**src/rtl/alu_reg_pkg.sv**
```systemverilog
// alu_reg shared definitions: sizes, register indices,
// ALU op codes, flag bit positions and opcode groups.
package alu_reg_pkg;

  localparam int DEF_DATASIZE = 8;
  localparam int DEF_ADDRSIZE = 3;
  localparam int DEF_INSTSIZE = 2;

  localparam int REG_B = 0;
  localparam int REG_C = 1;
  localparam int REG_D = 2;
  localparam int REG_E = 3;
  localparam int REG_H = 4;
  localparam int REG_L = 5;
  localparam int REG_F = 6;
  localparam int REG_M = 6;
  localparam int REG_A = 7;

  typedef enum logic [2:0] {
    ALU_ADD = 3'b000,
    ALU_ADC = 3'b001,
    ALU_SUB = 3'b010,
    ALU_SBB = 3'b011,
    ALU_AND = 3'b100,
    ALU_XOR = 3'b101,
    ALU_OR  = 3'b110,
    ALU_CMP = 3'b111
  } alu_op_e;

  localparam int FLAG_CY  = 0;
  localparam int FLAG_ONE = 1;
  localparam int FLAG_P   = 2;
  localparam int FLAG_AC  = 4;
  localparam int FLAG_Z   = 6;
  localparam int FLAG_S   = 7;

  localparam logic [1:0] GRP_MOV = 2'b01;
  localparam logic [1:0] GRP_ALU = 2'b10;
  localparam logic [7:0] OP_HLT  = 8'h76;

  function automatic logic parity_even(input logic [7:0] v);
    return ~^v;
  endfunction

endpackage

```
**src/rtl/alu_reg_data_reg.sv**
```systemverilog
// Enabled register with asynchronous active-high clear.
// Used for I, T, the operand latch and each register file entry.
module data_reg #(
  parameter int WIDTH = 8
) (
  input  logic             clk,
  input  logic             rst,
  input  logic             enb,
  input  logic [WIDTH-1:0] data_in,
  output logic [WIDTH-1:0] data_out
);

  always_ff @(posedge clk or posedge rst) begin
    if (rst)
      data_out <= '0;
    else if (enb)
      data_out <= data_in;
  end

endmodule

```
**src/rtl/alu_reg.sv**
```systemverilog
// 8085-style datapath slice: I, T, operand latch,
// eight-entry register file and 8-bit ALU with flags.
module alu_reg
  import alu_reg_pkg::*;
#(
  parameter int DATASIZE = DEF_DATASIZE,
  parameter int ADDRSIZE = DEF_ADDRSIZE,
  parameter int INSTSIZE = DEF_INSTSIZE
) (
  input  logic                clk,
  input  logic                rst,
  input  logic                enb_code,
  input  logic                enb_data,
  input  logic                enb_rreg,
  input  logic                enb_wreg,
  input  logic [DATASIZE-1:0] bus_data,
  output logic [INSTSIZE-1:0] chk_inst
);

  localparam int NREGS = 2 ** ADDRSIZE;

  logic [DATASIZE-1:0] inst;
  logic [DATASIZE-1:0] temp;
  logic [DATASIZE-1:0] opnd;
  logic [DATASIZE-1:0] rf [NREGS];

  logic [ADDRSIZE-1:0] sss;
  logic [ADDRSIZE-1:0] ddd;
  alu_op_e             alu_op;
  logic                is_mov;
  logic                is_alu;
  logic                is_hlt;
  logic                mov_wr;
  logic                alu_wr;

  assign sss    = inst[ADDRSIZE-1:0];
  assign ddd    = inst[2*ADDRSIZE-1:ADDRSIZE];
  assign alu_op = alu_op_e'(inst[5:3]);
  assign is_mov = inst[7:6] == GRP_MOV;
  assign is_alu = inst[7:6] == GRP_ALU;
  assign is_hlt = inst == OP_HLT;
  assign mov_wr = enb_wreg && is_mov && !is_hlt;
  assign alu_wr = enb_wreg && is_alu;

  assign chk_inst = {
    (inst[7:6] == 2'b00) && (inst[3:0] == 4'b1001),
    sss == ADDRSIZE'(REG_M)
  };

  // Code M selects T; index 6 as a source never reaches F.
  logic [DATASIZE-1:0] src;
  assign src = (sss == ADDRSIZE'(REG_M)) ? temp : rf[sss];

  logic [DATASIZE-1:0] acc;
  logic                cy_in;
  assign acc   = rf[REG_A];
  assign cy_in = rf[REG_F][FLAG_CY];

  logic [DATASIZE:0]   wide;
  logic [4:0]          nib;
  logic [DATASIZE-1:0] res;
  logic                cy;
  logic                ac;
  logic                cin;

  always_comb begin
    wide = '0;
    nib  = '0;
    res  = '0;
    cy   = 1'b0;
    ac   = 1'b0;
    cin  = 1'b0;
    unique case (alu_op)
      ALU_ADD, ALU_ADC: begin
        cin  = (alu_op == ALU_ADC) && cy_in;
        wide = {1'b0, acc} + {1'b0, opnd}
             + (DATASIZE+1)'(cin);
        nib  = {1'b0, acc[3:0]} + {1'b0, opnd[3:0]}
             + 5'(cin);
        res  = wide[DATASIZE-1:0];
        cy   = wide[DATASIZE];
        ac   = nib[4];
      end
      ALU_SUB, ALU_SBB, ALU_CMP: begin
        cin  = (alu_op == ALU_SBB) && cy_in;
        wide = {1'b0, acc} - {1'b0, opnd}
             - (DATASIZE+1)'(cin);
        nib  = {1'b0, acc[3:0]} - {1'b0, opnd[3:0]}
             - 5'(cin);
        res  = wide[DATASIZE-1:0];
        cy   = wide[DATASIZE];
        ac   = nib[4];
      end
      ALU_AND: begin
        res = acc & opnd;
        ac  = 1'b1;
      end
      ALU_XOR: res = acc ^ opnd;
      ALU_OR:  res = acc | opnd;
    endcase
  end

  logic [DATASIZE-1:0] f_new;

  always_comb begin
    f_new           = '0;
    f_new[FLAG_S]   = res[7];
    f_new[FLAG_Z]   = res == '0;
    f_new[FLAG_AC]  = ac;
    f_new[FLAG_P]   = parity_even(res[7:0]);
    f_new[FLAG_ONE] = 1'b1;
    f_new[FLAG_CY]  = cy;
  end

  logic [DATASIZE-1:0] dest_val;
  logic [NREGS-1:0]    rf_en;

  assign dest_val = is_alu ? res : opnd;

  always_comb begin
    rf_en = '0;
    for (int i = 0; i < NREGS; i++) begin
      if (i == REG_F)
        rf_en[i] = alu_wr;
      else
        rf_en[i] = (mov_wr && ddd == ADDRSIZE'(i))
                || (alu_wr && i == REG_A
                    && alu_op != ALU_CMP);
    end
  end

  logic                temp_en;
  logic [DATASIZE-1:0] temp_d;

  assign temp_en = enb_data
                || (mov_wr && ddd == ADDRSIZE'(REG_M));
  assign temp_d  = enb_data ? bus_data : opnd;

  data_reg #(.WIDTH(DATASIZE)) inst_reg (
    .clk      (clk),
    .rst      (rst),
    .enb      (enb_code),
    .data_in  (bus_data),
    .data_out (inst)
  );

  data_reg #(.WIDTH(DATASIZE)) temp_reg (
    .clk      (clk),
    .rst      (rst),
    .enb      (temp_en),
    .data_in  (temp_d),
    .data_out (temp)
  );

  data_reg #(.WIDTH(DATASIZE)) opnd_reg (
    .clk      (clk),
    .rst      (rst),
    .enb      (enb_rreg),
    .data_in  (src),
    .data_out (opnd)
  );

  for (genvar i = 0; i < NREGS; i++) begin : reg_block
    data_reg #(.WIDTH(DATASIZE)) regs (
      .clk      (clk),
      .rst      (rst),
      .enb      (rf_en[i]),
      .data_in  ((i == REG_F) ? f_new : dest_val),
      .data_out (rf[i])
    );
  end

endmodule

```
**config.mk**
```make
export PLATFORM = sky130hd
export DESIGN_NAME = alu_reg
export DESIGN_NICKNAME = d
export VERILOG_FILES = /design/src/rtl/alu_reg_pkg.sv /design/src/rtl/alu_reg_data_reg.sv /design/src/rtl/alu_reg.sv
export SDC_FILE = /design/constraint.sdc
export NUM_CORES = 1
export LEC_CHECK = 0
export CAP_MARGIN = 10
export CORE_AREA = 5 5 42 44
export CTS_BUF_LIST = sky130_fd_sc_hd__clkbuf_4 sky130_fd_sc_hd__clkbuf_8
export DETAILED_ROUTE_END_ITERATION = 7
export DIE_AREA = 0 0 47 49
export PLACE_DENSITY = 0.59
export REMOVE_ABC_BUFFERS = 1
export SYNTH_ARGS = -nofsm -noshare
export SYNTH_HDL_FRONTEND = slang
export SYNTH_SLANG_ARGS = --single-unit
```
**constraint.sdc**
```tcl
create_clock -name clk -period 1.1 [get_ports clk]
set_clock_uncertainty 0.05 [all_clocks]
set_input_delay 0.22 -clock clk [delete_from_list [all_inputs] [get_ports clk]]
set_output_delay 0.22 -clock clk [all_outputs]
set_load 0.02 [all_outputs]
```
# Yosys cells after proc, flatten, opt, wreduce, memory -nomap -nowiden
# Index checks and enable logic that the tools add are counted.
[word_totals]
ff_bits = 8
wordCells = 5
inputBits = 14
output_inout_bits = 2
[op_classes]
n_reduce_logical = 2
n_eq_ne = 2
[ops]
columns = ["op", "count"]
rows = [
  ["4-bit equality test, second input constant", 1],
  ["3-bit equality test, second input constant", 1],
  ["2-bit zero test", 1],
  ["1-bit logical AND", 1],
]

# Logic depth before layout (Yosys ltp)
# Gate-level depths: netlist of run 1.
[logic_depth]
ltp_word = 2
mapped_depth = 2
mapped_depth_nobuf = 2

# Modules after synthesis
# From an unflattened synthesis of run 1, not the netlist that was laid out.
[hier_totals]
cells_unflattened = 22
area_unflattened_um2 = 365.4
[modules_own_cells]
columns = ["mod", "area_per_inst_um2", "n_inst", "cells_each", "seq_area_each_um2"]
rows = [
  ["data_reg", 335.3, 1, 18, 200.2],
  ["alu_reg", 30.0, 1, 4, 0.0],
]

# Least setup slack after synthesis of run 1
# Ideal clock, no wire load.
[synth_timing]
path_type = "register to output"
startpoint = "register inst_reg.data_out[6]"
endpoint = "output chk_inst[1]"
setup_slack_ns = -0.157
t_required_ns = 0.830
arrival_time_ns = 0.987
stages_incl_launch_ff = 3
path_buffers = 0
path_cell_list = "dfrtp_1 > nand4bb_1 > nor3_1"
[synth_via]
elab_chain_len = 2
[synth_rtl]
columns = ["item", "line_no", "source"]
rows = [
  ["start: declaration", "alu_reg_data_reg.sv:10", "output logic [WIDTH-1:0] data_out"],
  ["start signal: assignment", "alu_reg_data_reg.sv:17", "data_out <= data_in;"],
  ["2-bit zero test", "alu_reg.sv:46", "(inst[7:6] == 2'b00) && (inst[3:0] == 4'b1001),"],
  ["1-bit logical AND", "alu_reg.sv:46", ""],
  ["end: declaration", "alu_reg.sv:17", "output logic [INSTSIZE-1:0] chk_inst"],
]
# No other way between the ends.

# Worst setup path in the final report of run 1
[layout_timing]
startpoint = "register inst_reg.data_out[2]"
endpoint = "output chk_inst[1]"
[layout_via]
elab_chain_len = 2
[layout_rtl]
columns = ["item", "line_no"]
rows = [
  ["4-bit equality test", "alu_reg.sv:46"],
  ["1-bit logical AND", "alu_reg.sv:46"],
]
# No other way between the ends.

==> impl_metrics.py, run 1 <==
metrics = {
    "yosys": {
        "synth_xor_area_share_pct": 0,
        "synth_commonest_cells": "dfrtp_1, mux2_4",
        "yosysTopAreaCellShare_pct": 53.6,
        "avgSynthCellArea_um2": 16.5,
        "synthCells": 17,
        "synth_seq_cells": 6,
        "synth-simple-area-share_pct": 8.93,
        "synth_async_sr_flop_share_pct": 100,
        "synthAdderAreaFrac_pct": 0,
        "synthFlopType": "dfrtp_1",
        "synth-compound-area-share_pct": 0,
        "synthTopCellsByArea": "dfrtp_1, mux2_4, buf_6, nand4bb_1, and3b_1",
        "muxShareOfSynthArea_pct": 32.1,
        "synth_cell_types": 7,
        "synth_top_area_cell": "dfrtp_1",
        "synth_top_family_by_area": "multiplexers",
        "yosysWarnings": 0,
        "ys_seq_area_share_pct": 53.6,
        "syn_area_um2": 280,
        "synth_edf_count": 0,
    },
    "clocking": {
        "clk_latency_ns": 0.24,
        "ctsHoldBuffers": 0,
        "cts_buffers": 3,
        "cts-htree-levels": 1,
        "cts_root_buf": "clkbuf_4",
        "postCtsSetupBuffers": 0,
        "clkSinkCount": 6,
        "cts.reportedPaths.clkPinSlew_ns": 0.05,
        "cts_tree": "built",
        "clockBufferDepth": 2,
    },
    "power_and_ir_drop": {
        "pwr-share-clk_pct": 34.4,
        "pwr-share-comb_pct": 21.5,
        "powerDensity_mw_per_mm2": 1260,
        "p_int_w": 0.000460,
        "power_frac_seq_pct": 44.2,
        "switchingPower_w": 0.000126,
        "switching_share_pct": 21.5,
        "p_leak_nw": 0.221,
        "ir_drop_uv": 347,
        "power.total_w": 0.000586,
    },
    "critical_path": {
        "startpoint_type": "flip-flop",
        "crit_type": "reg -> out",
        "rrSetupSlack_ns": 0.17,
        "slowest_stage": "dfrtp_1",
        "cp.arrival_ns": 1.08,
        "max_stage_delay_ns": 0.38,
        "worstReg2RegStart": "inst_reg.data_out[0]",
        "crit_chain": "nand4bb_1, nor3_2, buf_4",
        "end_kind": "output pin",
        "required_ns": 0.83,
        "reg2reg_depth": 2,
        "cp_max_fo": 2,
        "r2r_end": "inst_reg.data_out[0]",
    },
    "floorplanning": {
        "start_util_pct": 20.0,
        "die_h_um": 49,
        "rows": 14,
        "num_io_pins": 16,
        "dieWidth_um": 47,
        "dieArea_mm2": 0.00230,
        "coreArea_mm2": 0.00140,
    },
    "global_route": {
        "grt_antenna_before_repair": 0,
        "grt_use_total_pct": 6.43,
        "grt_start_max_net_pins": 7,
        "grt_pass1_wl_um": 1000,
        "grt_overflow": 0,
        "grt_pass1_vias": 250,
    },
    "layout": {
        "antenna_cells": 0,
        "syn2layout_area_growth_pct": 66.1,
        "layout-drive-gt1-share_pct": 50.0,
        "nNetsFinal": 50,
        "stdcell_count": 50,
        "largest-register": "inst_reg.data_out",
        "largest_reg_flops": 6,
        "reg.largest.list": "inst_reg.data_out (6)",
    },
    "run": {
        "drv_cap": 0,
    },
    "routing": {
        "drc": 0,
        "drt_iter0_drc": 2,
        "postRouteAntennaNets": 0,
        "via_per_inst": 3.72,
        "wl_per_cell_um": 11.9,
        "wirelength_um": 597,
        "first_pass_iters": 2,
        "route.vias.total": 186,
    },
    "worst_hold_path": {
        "hp-class": "in -> async",
    },
    "placement": {
        "portBuffers": 10,
        "dp_hpwl_um": 474,
        "pre_cts_ws_ns": -0.476,
        "dp.cells": 47,
        "gp_congestion": 0.761,
    },
    "sta": {
        "max_freq_mhz": 743,
        "setup_ws_ns": -0.245,
        "period_share_pct": 122,
        "tightest_slew_ns": 0.232,
        "report.final.slew_viol_count": 0,
        "finalCriticalPeriod_ns": 1.35,
        "rsz0062_at_grt": "true",
        "relSlewSlack_pct": 84.5,
        "finalHoldViolCount": 0,
        "setup_viol": 2,
    },
    "run_status": {
        "violations": "negative setup slack",
        "run_status": "finished, violations left",
    },
}
worst max-delay path by stage:
stage / cells after the start / slack, ns / to / from
2_1_floorplan: 2 / -0.16 / chk_inst[1] / inst_reg.data_out[6]
3_5_place_dp: 3 / -0.48 / chk_inst[1] / inst_reg.data_out[6]
3_3_place_gp: 3 / -0.45 / chk_inst[1] / inst_reg.data_out[6]
4_1_cts: 3 / -0.30 / chk_inst[1] / inst_reg.data_out[6]
6_report: 3 / -0.25 / chk_inst[1] / inst_reg.data_out[2]
5_1_grt: 3 / -0.32 / chk_inst[1] / inst_reg.data_out[2]
layer usage:
metal | up-vias | routed length, µm | global-route usage, %
met5 | - | 0 | 0
met4 | 0 | 0 | 5.53
met3 | 0 | 83 | 3.69
met2 | 10 | 274 | 8.60
met1 | 83 | 239 | 6.89
li1 | 93 | - | -
worst max-delay path, delay by kind of cell, from the launching register on:
kind / cells / cell delay, ns
and+or+nand+nor: 2 / 0.30
DFF: 1 / 0.38
buffers and inverters: 1 / 0.16
through the flow:
stage          utilization (%)  hold slack [ns]  instance area (µm²)  TNS, ns
2_1_floorplan                -          -0.0390                  269   -0.157
3_3_place_gp              31.3            0.391                  439    -2.12
3_5_place_dp              31.3            0.406                  439    -2.27
4_1_cts                   32.7            0.146                  458   -0.543
5_1_grt                   33.2            0.182                  465   -0.598
6_report                  33.2            0.146                  465   -0.475
power groups by stage:
stage | sequential, W | clock, W | combinational (W)
after CTS | 0.000258 | 0.000216 | 0.000127
after detailed placement | 0.000261 | 0 | 0.000126
after global routing | 0.000261 | 0.000222 | 0.000135
final | 0.000259 | 0.000201 | 0.000126
after global placement | 0.000259 | 0 | 0.000123
after floorplan | 0.000256 | 0 | 0.0000510
cells by family (layout without fill, tap and decap cells):
group	count (synthesis)	in the layout
muxes	6	6
and+or+nand+nor	3	3
buffers and inverters	2	19
DFF	6	6
cell usage in the layout (no fill, tap or decap), drive strengths merged:
cell and n:
clkdlybuf4s50 8, buf 7, mux2 6, dfrtp 6, clkbuf 3, nand4bb 1
nor3 1, inv 1, and3b 1
area by class of cell:
| cell class | instances | area (µm²) |
|---|---|---|
| Tap cell | 16 | 20.0 |
| Inverter | 1 | 3.75 |
| Clock buffer | 3 | 22.5 |
| Multi-Input combinational cell | 9 | 120 |
| Timing Repair Buffer | 15 | 149 |
| Sequential cell | 6 | 150 |
| Fill cell | 150 | 936 |
timing repair:
| item | 4_1_cts | 5_1_grt |
|---|---|---|
| gates resized for setup | 11 | 2 |
| setup endpoints to repair | 2 | 2 |
| hold endpoints to repair | 0 | 0 |
Note: power is estimated with default switching activity, not from simulation.
==> run 2: changes to the inputs <==
DONT_BUFFER_PORTS = 1   (was default)
PLACE_DENSITY = 0.44   (was 0.59)
==> run 2 against run 1 <==
First-iteration DRC count shrank 100%. The flow still finishes with violations (negative setup slack). Cell count shrank 22%. Critical endpoint unchanged. Setup slack lost 0.0093 ns. Combinational power shrank 44%. Largest power group unchanged. Register-to-register slack is essentially flat. Sequential share of layout area grew 11 points. Utilization shrank 8.2 points.
==> impl_metrics.py, run 2 (synthesized netlist as in run 1, its figures left out) <==
metrics = {
    "run_status": {
        "run_status": "finished, violations left",
        "violations": "negative setup slack",
    },
    "worst_hold_path": {
        "hp-class": "in -> reg",
        "holdPathStages": 1,
        "hold_start": "bus_data[3]",
        "worstHoldEndpoint": "inst_reg.data_out[3]",
    },
    "sta": {
        "max_freq_mhz": 738,
        "rsz0062_at_grt": "true",
        "period_share_pct": 123,
        "tightest_slew_ns": 0.231,
        "report.final.slew_viol_count": 0,
        "finalCriticalPeriod_ns": 1.35,
        "setup_ws_ns": -0.255,
        "finalHoldViolCount": 0,
        "setup_viol": 2,
        "relSlewSlack_pct": 84.6,
    },
    "critical_path": {
        "required_ns": 0.83,
        "startpoint_type": "flip-flop",
        "worstReg2RegStart": "inst_reg.data_out[0]",
        "cp.arrival_ns": 1.08,
        "rrSetupSlack_ns": 0.17,
        "reg2reg_depth": 2,
        "r2r_end": "inst_reg.data_out[0]",
        "crit_type": "reg -> out",
        "end_kind": "output pin",
        "cp_max_fo": 3,
    },
    "global_route": {
        "grt_use_total_pct": 5.45,
        "grtUsageMet2_pct": 4.52,
        "grt_overflow": 0,
        "grt_start_max_net_pins": 7,
        "grt_pass1_vias": 181,
        "grtUsageMet1_pct": 7.38,
        "grt_antenna_before_repair": 0,
        "grt.met3_usage_pct": 7.75,
        "grt_pass1_wl_um": 814,
        "top_usage_layer": "met3",
    },
    "run": {
        "drv_cap": 0,
    },
    "layout": {
        "final_cell_mix": "mux2_4, dfrtp_1, clkbuf_4, buf_4",
        "reg.largest.list": "inst_reg.data_out (6)",
        "layout-drive-gt1-share_pct": 60.9,
        "largest-register": "inst_reg.data_out",
        "largest_reg_flops": 6,
        "num-fill-cells": 153,
        "multi_input_area_um2": 121,
        "final_cell_area_um2": 350,
        "antenna_cells": 0,
        "regArea_um2": 150,
        "nNetsFinal": 39,
        "syn2layout_area_growth_pct": 25.0,
    },
    "floorplanning": {
        "start_util_pct": 20.0,
        "coreArea_mm2": 0.00140,
        "dieWidth_um": 47,
        "num_io_pins": 16,
        "die_h_um": 49,
        "dieArea_mm2": 0.00230,
        "rows": 14,
    },
    "clocking": {
        "cts_root_buf": "clkbuf_4",
        "cts_buffers": 3,
        "clk_latency_ns": 0.23,
        "cts_tree": "built",
        "clockBufferDepth": 2,
        "clkSinkCount": 6,
        "cts-htree-levels": 1,
        "cts.reportedPaths.clkPinSlew_ns": 0.04,
    },
    "routing": {
        "drt_iter0_drc": 0,
        "via_per_inst": 3.97,
        "drc": 0,
        "route.vias.total": 155,
        "first_pass_iters": 1,
        "postRouteAntennaNets": 0,
        "wl_per_cell_um": 13.0,
        "wirelength_um": 507,
    },
    "power_and_ir_drop": {
        "powerDensity_mw_per_mm2": 1500,
        "power.total_w": 0.000524,
        "ir_drop_uv": 826,
        "p_leak_nw": 0.168,
    },
    "placement": {
        "portBuffers": 0,
        "pre_cts_ws_ns": -0.0423,
        "gp_congestion": 0.682,
        "placed_area_um2": 304,
    },
}
## run 2: cell count changes in the layout (fill, tap and decap cells not counted)
cell             before  now
and3b_2               0    1
clkdlybuf4s50_1       8    0
dlygate4sd3_1         0    1
buf_12                1    0
buf_4                 5    3
buf_6                 1    0
and3b_1               1    0
## run 2: final cells by class
cell class                 count  share of cell area (%)
tap                           16                    5.71
timing repair buffer           4                    9.29
inverter                       1                    1.07
multi-input combinational      9                    34.6
clock buffer                   3                    6.43
sequential                     6                    42.9
## run 2: where the power goes
group          internal, W  switching [W]
clock             0.000123      0.0000721
sequential        0.000244      0.0000143
combinational    0.0000510      0.0000197
## run 2: what timing repair did
item,4_1_cts,5_1_grt
hold endpoints to repair,6,0
hold buffers,1,0
pin swaps,0,0
endpoints found under the setup margin,2,2
setup buffers,1,0
gates resized for setup,1,1
## run 2: worst max path at each step
| stage | endpoint | from | cells after the start | slack, ns |
|---|---|---|---|---|
| after floorplan | chk_inst[1] | inst_reg.data_out[6] | 2 | -0.16 |
| after global placement | chk_inst[1] | inst_reg.data_out[2] | 3 | -0.03 |
| after detailed placement | chk_inst[1] | inst_reg.data_out[2] | 3 | -0.04 |
| after CTS | chk_inst[1] | inst_reg.data_out[2] | 3 | -0.31 |
| after global routing | chk_inst[1] | inst_reg.data_out[6] | 3 | -0.36 |
| final | chk_inst[1] | inst_reg.data_out[2] | 3 | -0.25 |
## run 2: metrics by stage
stage          TNS [ns]  cells  utilization, %  hold slack, ns
2_1_floorplan    -0.157     16               -         -0.0390
3_3_place_gp    -0.0302     34            21.7         -0.0199
3_5_place_dp    -0.0423     34            21.7        -0.00894
4_1_cts          -0.417     39            24.6          0.0693
5_1_grt          -0.511     39            25.0          0.0559
6_report         -0.346     39            25.0          0.0787
## run 2: per-layer routing
| metal | up-vias | wire length [µm] |
|---|---|---|
| met3 | 2 | 108 |
| met1 | 68 | 241 |
| met2 | 14 | 149 |
| li1 | 71 | - |
| met4 | 0 | 7 |
| met5 | - | 0 |
## run 2: worst max-delay path, cell delays in order (launching register included)
cell and delay (ns):
dfrtp_1 0.38, nand4bb_1 0.19, nor3_2 0.12, buf_4 0.16
